`src/rtl/cp0_exc_sequencer_pkg.sv`:
```
// ----------------------------------------------------------------------------
// cp0_exc_sequencer_pkg
// Definitions shared by CP0, the decoder and the exception sequencer:
//   - exception cause codes written into CP0 CAUSE
//   - bit positions of the enable fields inside CP0 STATUS
//   - the exception handler vector
//   - the exception sequencer state encoding
// No ports (package).
// ----------------------------------------------------------------------------
package cp0_exc_sequencer_pkg;

    // Cause codes
    localparam logic [4:0] C_SYSCALL = 5'b01000;
    localparam logic [4:0] C_BREAK   = 5'b01001;
    localparam logic [4:0] C_TEQ     = 5'b01101;
    localparam logic [4:0] C_INT     = 5'b00000;

    // STATUS bit indices
    localparam logic [2:0] STATUS_IE  = 3'd0;
    localparam logic [2:0] STATUS_SYS = 3'd1;
    localparam logic [2:0] STATUS_BRK = 3'd2;
    localparam logic [2:0] STATUS_TEQ = 3'd3;
    localparam logic [2:0] STATUS_INT = 3'd4;

    // Exception vector
    localparam logic [31:0] CP0_HANDLER_ADDR = 32'h0040_0004;

    // Sequencer states
    typedef enum logic [1:0] {
        ST_IDLE    = 2'd0,
        ST_SAVE    = 2'd1,
        ST_RESTORE = 2'd2,
        ST_VECTOR  = 2'd3
    } exc_state_e;

endpackage

```
`src/rtl/cp0_exc_sequencer_prio.sv`:
```
// ----------------------------------------------------------------------------
// cp0_exc_sequencer_prio
// Combinational priority/mask encoder for exception requests.
// A request counts only when STATUS.IE and its own enable bit are set.
// Priority: break > syscall > teq > irq.
// Configuration macro: CP0_EXC_IRQ_EN -- when defined, irq participates at the
// lowest priority gated by STATUS[4]; otherwise irq and STATUS[4] are ignored.
// Ports:
//   syscall_req, break_req, teq_req, irq  in   request lines
//   status                                in   STATUS[4:0] enable bits
//   taken                                 out  some enabled request present
//   cause                                 out  cause code of the winner (0 if none)
// ----------------------------------------------------------------------------
module cp0_exc_sequencer_prio
    import cp0_exc_sequencer_pkg::*;
(
    input  logic       syscall_req,
    input  logic       break_req,
    input  logic       teq_req,
    input  logic       irq,
    input  logic [4:0] status,
    output logic       taken,
    output logic [4:0] cause
);

    logic irq_take_s;

`ifdef CP0_EXC_IRQ_EN
    assign irq_take_s = irq & status[STATUS_INT];
`else
    // irq and the interrupt enable exist on the interface but have no effect
    logic unused_irq_s;
    assign unused_irq_s = irq ^ status[STATUS_INT];
    assign irq_take_s   = 1'b0;
`endif

    // Masked priority selection of the winning request
    always_comb begin
        taken = 1'b0;
        cause = 5'd0;
        if (!status[STATUS_IE]) begin
            taken = 1'b0;
            cause = 5'd0;
        end else if (break_req && status[STATUS_BRK]) begin
            taken = 1'b1;
            cause = C_BREAK;
        end else if (syscall_req && status[STATUS_SYS]) begin
            taken = 1'b1;
            cause = C_SYSCALL;
        end else if (teq_req && status[STATUS_TEQ]) begin
            taken = 1'b1;
            cause = C_TEQ;
        end else if (irq_take_s) begin
            taken = 1'b1;
            cause = C_INT;
        end else begin
            taken = 1'b0;
            cause = 5'd0;
        end
    end

endmodule

```
`src/rtl/cp0_exc_sequencer.sv`:
```
// ----------------------------------------------------------------------------
// cp0_exc_sequencer
// Sequences exception entry and ERET return around the CP0 register file.
// Decode requests are masked/prioritised, then serialised into single-cycle
// exception/eret strobes to CP0, a pipeline flush and a PC redirect.
// Configuration macro: CP0_EXC_IRQ_EN (external interrupt as lowest-priority
// exception source, handled inside cp0_exc_sequencer_prio).
// Ports:
//   clk, rst                  clock (rising edge), async active-high reset
//   syscall_req/break_req/
//   teq_req/eret_req          decode requests from the ID stage
//   mtc0_busy                 CP0 write in progress; delays our strobes
//   pc_id                     PC of the requesting instruction
//   status, epc               CP0 STATUS and EPC read values
//   irq                       external interrupt level
//   cp0_exception/cp0_eret    single-cycle strobes to CP0
//   cp0_cause/cp0_pc          cause and EPC value, non-zero only with the strobe
//   flush, redirect,
//   redirect_addr, busy       pipeline control
// All outputs come straight from flops.
// ----------------------------------------------------------------------------
module cp0_exc_sequencer
    import cp0_exc_sequencer_pkg::*;
#(
    parameter logic [31:0] HANDLER_ADDR = CP0_HANDLER_ADDR
) (
    input  logic        clk,
    input  logic        rst,
    input  logic        syscall_req,
    input  logic        break_req,
    input  logic        teq_req,
    input  logic        eret_req,
    input  logic        mtc0_busy,
    input  logic [31:0] pc_id,
    input  logic [31:0] status,
    input  logic [31:0] epc,
    input  logic        irq,
    output logic        cp0_exception,
    output logic        cp0_eret,
    output logic [4:0]  cp0_cause,
    output logic [31:0] cp0_pc,
    output logic        flush,
    output logic        redirect,
    output logic [31:0] redirect_addr,
    output logic        busy
);

    exc_state_e  state_q, state_d;
    logic [4:0]  lat_cause_q, lat_cause_d;
    logic [31:0] lat_pc_q, lat_pc_d;
    logic [31:0] epc_q, epc_d;
    logic        exc_q, exc_d;
    logic        eret_q, eret_d;
    logic [4:0]  cause_q, cause_d;
    logic [31:0] pc_q, pc_d;
    logic        flush_q, flush_d;
    logic        redirect_q, redirect_d;
    logic [31:0] raddr_q, raddr_d;
    logic        busy_q, busy_d;

    logic        taken_s;
    logic [4:0]  prio_cause_s;

    // Upper STATUS bits belong to other CP0 features
    logic unused_status_s;
    assign unused_status_s = ^status[31:5];

    cp0_exc_sequencer_prio u_prio (
        .syscall_req (syscall_req),
        .break_req   (break_req),
        .teq_req     (teq_req),
        .irq         (irq),
        .status      (status[4:0]),
        .taken       (taken_s),
        .cause       (prio_cause_s)
    );

    // Next-state and next-output computation. Output flops are loaded with the
    // values for the coming cycle, so a strobe decided at a given edge appears
    // in the cycle right after it. exc_q/eret_q being set inside SAVE/RESTORE
    // marks that the strobe cycle is in progress and the next edge moves on.
    always_comb begin
        state_d     = state_q;
        lat_cause_d = lat_cause_q;
        lat_pc_d    = lat_pc_q;
        epc_d       = epc_q;
        exc_d       = 1'b0;
        eret_d      = 1'b0;
        cause_d     = 5'd0;
        pc_d        = 32'd0;
        redirect_d  = 1'b0;
        raddr_d     = 32'd0;
        flush_d     = 1'b0;
        busy_d      = 1'b0;

        case (state_q)
            ST_IDLE: begin
                // An enabled exception beats a simultaneous eret
                if (taken_s) begin
                    lat_cause_d = prio_cause_s;
                    lat_pc_d    = pc_id;
                    state_d     = ST_SAVE;
                    exc_d       = !mtc0_busy;
                end else if (eret_req) begin
                    state_d = ST_RESTORE;
                    eret_d  = !mtc0_busy;
                end else begin
                    state_d = ST_IDLE;
                end
            end
            ST_SAVE: begin
                if (exc_q) begin
                    state_d    = ST_VECTOR;
                    redirect_d = 1'b1;
                    raddr_d    = HANDLER_ADDR;
                end else if (mtc0_busy) begin
                    state_d = ST_SAVE;
                end else begin
                    exc_d = 1'b1;
                end
            end
            ST_RESTORE: begin
                // EPC is captured at the end of the eret strobe cycle
                if (eret_q) begin
                    state_d    = ST_VECTOR;
                    epc_d      = epc;
                    redirect_d = 1'b1;
                    raddr_d    = epc_d;
                end else if (mtc0_busy) begin
                    state_d = ST_RESTORE;
                end else begin
                    eret_d = 1'b1;
                end
            end
            ST_VECTOR: begin
                state_d = ST_IDLE;
            end
            default: begin
                state_d = ST_IDLE;
            end
        endcase

        // Cause/PC are presented only alongside the exception strobe
        if (exc_d) begin
            cause_d = lat_cause_d;
            pc_d    = lat_pc_d;
        end else begin
            cause_d = 5'd0;
            pc_d    = 32'd0;
        end

        busy_d  = (state_d != ST_IDLE);
        flush_d = (state_d == ST_SAVE) || (state_d == ST_RESTORE);
    end

    // State, latched request data and registered outputs
    always_ff @(posedge clk or posedge rst) begin
        if (rst) begin
            state_q     <= ST_IDLE;
            lat_cause_q <= 5'd0;
            lat_pc_q    <= 32'd0;
            epc_q       <= 32'd0;
            exc_q       <= 1'b0;
            eret_q      <= 1'b0;
            cause_q     <= 5'd0;
            pc_q        <= 32'd0;
            flush_q     <= 1'b0;
            redirect_q  <= 1'b0;
            raddr_q     <= 32'd0;
            busy_q      <= 1'b0;
        end else begin
            state_q     <= state_d;
            lat_cause_q <= lat_cause_d;
            lat_pc_q    <= lat_pc_d;
            epc_q       <= epc_d;
            exc_q       <= exc_d;
            eret_q      <= eret_d;
            cause_q     <= cause_d;
            pc_q        <= pc_d;
            flush_q     <= flush_d;
            redirect_q  <= redirect_d;
            raddr_q     <= raddr_d;
            busy_q      <= busy_d;
        end
    end

    assign cp0_exception = exc_q;
    assign cp0_eret      = eret_q;
    assign cp0_cause     = cause_q;
    assign cp0_pc        = pc_q;
    assign flush         = flush_q;
    assign redirect      = redirect_q;
    assign redirect_addr = raddr_q;
    assign busy          = busy_q;

endmodule

```
`config.mk`:
```
export PLATFORM = sky130hd
export DESIGN_NAME = cp0_exc_sequencer
export DESIGN_NICKNAME = d
export VERILOG_FILES = /design/src/rtl/cp0_exc_sequencer_pkg.sv /design/src/rtl/cp0_exc_sequencer_prio.sv /design/src/rtl/cp0_exc_sequencer.sv
export SDC_FILE = /design/constraint.sdc
export NUM_CORES = 1
export LEC_CHECK = 0
export CAP_MARGIN = 20
export CORE_MARGIN = 1
export CORE_UTILIZATION = 46
export DETAILED_ROUTE_END_ITERATION = 12
export PLACE_DENSITY = 0.95
export SLEW_MARGIN = 20
export SYNTH_ARGS = -nofsm -noshare
export SYNTH_HDL_FRONTEND = slang
export SYNTH_SLANG_ARGS = --single-unit
export TNS_END_PERCENT = 1
```
`constraint.sdc`:
```
create_clock -name clk -period 7.6 [get_ports clk]
set_clock_uncertainty 0.15 [all_clocks]
set_input_delay 2.28 -clock clk [delete_from_list [all_inputs] [get_ports clk]]
set_output_delay 2.28 -clock clk [all_outputs]
set_load 0.02 [all_outputs]
```
==> flow_summary.yaml <==
timing:
  holdWs_ns: 0.327
  setup-violations-final: 0
  tightestPinTransition_ns: 0.801
  hold_violations: 0
  maxSlewHeadroom: 0.466
  tns_ns: 0
  fmax_mhz: 235
  fin_crit_sh: 0.561
  rsz0062_at_grt: "no"
  period_minus_slack_ns: 4.26
  slew_violations: 0
layout:
  drive_gt1_frac: 0.219
  area_delta_synth_final_pct: 50.1
  finalNetCount: 539
  num_antenna_cells: 0
  fin_util: 0.720
power:
  pwr-share-comb: 0.291
  swShare: 0.269
  clockPowerShare: 0.344
  seqPwrFrac: 0.365
  p_leak_uw: 0.00294
  netSwitchingPower_uw: 603
  power_density_mw_per_mm2: 353
  internal_power_uw: 1640
  ir_drop_mv: 0.184
routing:
  wirelength_um: 8570
  vias: 2619
  drt_drc_violations_left: 20
  ant_nets: 0
  wl_per_cell_um: 15.6
  vias_per_cell: 4.76
  first_pass_iters: 8
  drt_iter0_markers: 97
synth:
  syn_inst: 270
  yosys.area.top_type_share: 0.669
  synthesis.area_mm2: 0.00423
  yosys.cell_types.count: 33
  ys_seq_area_frac: 0.669
  ys_seq_elements: 113
  synth_top_cell_by_area: "dfrtp_1"
  async_reset_ff_frac: 1.00
  ys.flop_type: "dfrtp_1"
  synth-edff-count: 0
  synth_nets: 380
  yosysWarnings: 0
  netlist_top_cells_area: "dfrtp_1, mux2_4, nor2b_2"
  yosys-top-cells-count: "dfrtp_1, and2_1, mux2_4"
  synth.avg_cell_area_um2: 15.6
  yosysMostFrequentCell: "dfrtp_1"
critical_path:
  max_stage_delay_ns: 0.51
  end_kind: "register"
  startpoint_type: "input pin"
  path_buf_inv: 2
  crit_start: "teq_req"
  worstSetupPathType: "input pin to register"
  cp_slowest_cell: "buf_4"
  cp_max_fo: 35
  r2r_cells: 7
  reg2reg_from: "state_q[0]$_DFF_PP0_"
  worstPathArrival_ns: 4.46
  path_cells: "clkdlybuf4s50_1 > a222oi_1 > nand2b_2 > buf_4 > mux2_2 > nor2b_1"
  critPathTopFamily: "buffers and inverters"
  cp.required_ns: 7.80
  r2r_setup_slack_ns: 5.18
  r2r-end: "cp0_pc[2]$_DFF_PP0_"
grt:
  grt_pass1_wl_um: 14100
  overflow: 0
  grt_usage: 0.192
  grt_pass1_vias: 2919
  grt_max_degree: 64
  antenna_found_initial: 0
placement:
  gp_congestion: 0.819
  port-buffer-count: 148
  dp_hpwl_um: 5920
min_path:
  hold_end: "lat_cause_q[1]$_DFF_PP0_"
  holdPathStages: 1
  hp-class: "register to register"
  min_from: "lat_cause_q[1]$_DFF_PP0_"
clock_tree:
  ctsHtreeMaxLevel: 4
  clk-insertion-delay-late_ns: 0.50
  hold_buffers: 0
  cts_buffer_depth: 2
  post_cts_buffers: 0
  cts_resized: 0
  cts_root_buf: "clkbuf_8"
  path_clk_slew_ns: 0.06
  clock-sinks: 113
  tritoncts: "yes"
  cts-buffers-inserted: 17
floorplanning:
  fp.coreArea_mm2: 0.00881
  start_util: 0.480
  die_h_um: 97.8
  die_w_um: 97.8
  row_count: 34
  dieArea_mm2: 0.00957
  ioPinCount: 178
run_status:
  violations: "design-rule violations"
  outcome: "finished with violations"
job:
  maxCapViolCount: 0
[sequential cells by signal, summed over array words and instances, names as in the netlist]
| signal | flops |
|---|---|
| cp0_cause | 5 |
| flush | 1 |
| cp0_pc | 32 |
| cp0_eret | 1 |
| lat_pc_q | 32 |
| redirect_addr | 32 |
| cp0_exception | 1 |
| lat_cause_q | 5 |
| busy | 1 |
| redirect | 1 |
| state_q | 2 |
[logic make-up (layout without fill, tap and decap cells)]
| logic type | count (synthesis) | count (layout) | share of synthesized area |
|---|---|---|---|
| buffers and inverters | 16 | 188 | 0.0302 |
| muxes | 32 | 32 | 0.109 |
| DFF | 113 | 113 | 0.669 |
| AOI/OAI and AO/OA | 19 | 19 | 0.0352 |
| and+or+nand+nor | 84 | 84 | 0.138 |
| adders and majority gates | 6 | 6 | 0.0178 |
[through the flow]
stage	total power, µW	cells	setup slack, ns	instance area [µm²]
2_1_floorplan	1250	270	2.18	4230
3_3_place_gp	1440	518	2.92	5760
3_5_place_dp	1480	518	2.84	5760
4_1_cts	2260	550	3.35	6340
5_1_grt	2350	550	3.27	6340
6_report	2240	550	3.34	6340
[power by group through the flow]
stage / logic, µW / registers, µW / clock network [µW]
after floorplan: 354 / 895 / 0
after global placement: 627 / 815 / 0
after detailed placement: 651 / 828 / 0
after CTS: 658 / 819 / 782
after global routing: 696 / 832 / 819
final: 651 / 818 / 771
[placed cells by master (no fill, tap or decap), types with 2 or more instances in the layout]
cell,synthesis,final
clkbuf_1,3,3
mux2_2,5,5
mux2_4,27,27
nor2b_1,7,7
a21o_1,2,2
nor2b_2,26,26
a31oi_1,3,3
clkinvlp_4,0,2
clkbuf_16,0,16
clkbuf_8,0,3
nor3b_1,2,2
clkinv_2,0,4
inv_1,6,5
a31o_2,2,2
and2_1,33,33
and2_4,2,2
buf_4,3,2
bufinv_16,0,3
nand2b_1,5,4
ha_1,6,6
nand2_1,4,4
clkdlybuf4s50_1,0,148
dfrtp_1,113,113
a21oi_1,4,4
[layout make-up]
type                       count  area (µm²)
tap                          108         135
inverter                       6        25.0
timing repair buffer         150        1500
fill                         552        2460
clock inverter                10         134
multi-input combinational    141        1270
clock buffer                  22         453
sequential                   113        2830
[routing by layer]
metal  part of all wire  track usage
met1               0.39        0.226
met2               0.55        0.337
met3              0.058       0.0630
met4             0.0041       0.0524
met5                  0            0
[worst max-delay path by stage]
stage                                end  slack [ns]  cells past startpoint
floorplan                 busy$_DFF_PP0_        2.18                      1
global placement    cp0_pc[31]$_DFF_PP0_        2.92                      6
detailed placement   cp0_pc[2]$_DFF_PP0_        2.84                      6
CTS                  cp0_pc[2]$_DFF_PP0_        3.35                      6
global route         cp0_pc[2]$_DFF_PP0_        3.27                      6
finish               cp0_pc[2]$_DFF_PP0_        3.34                      6
No activity file was read; power rests on OpenSTA's default activity.
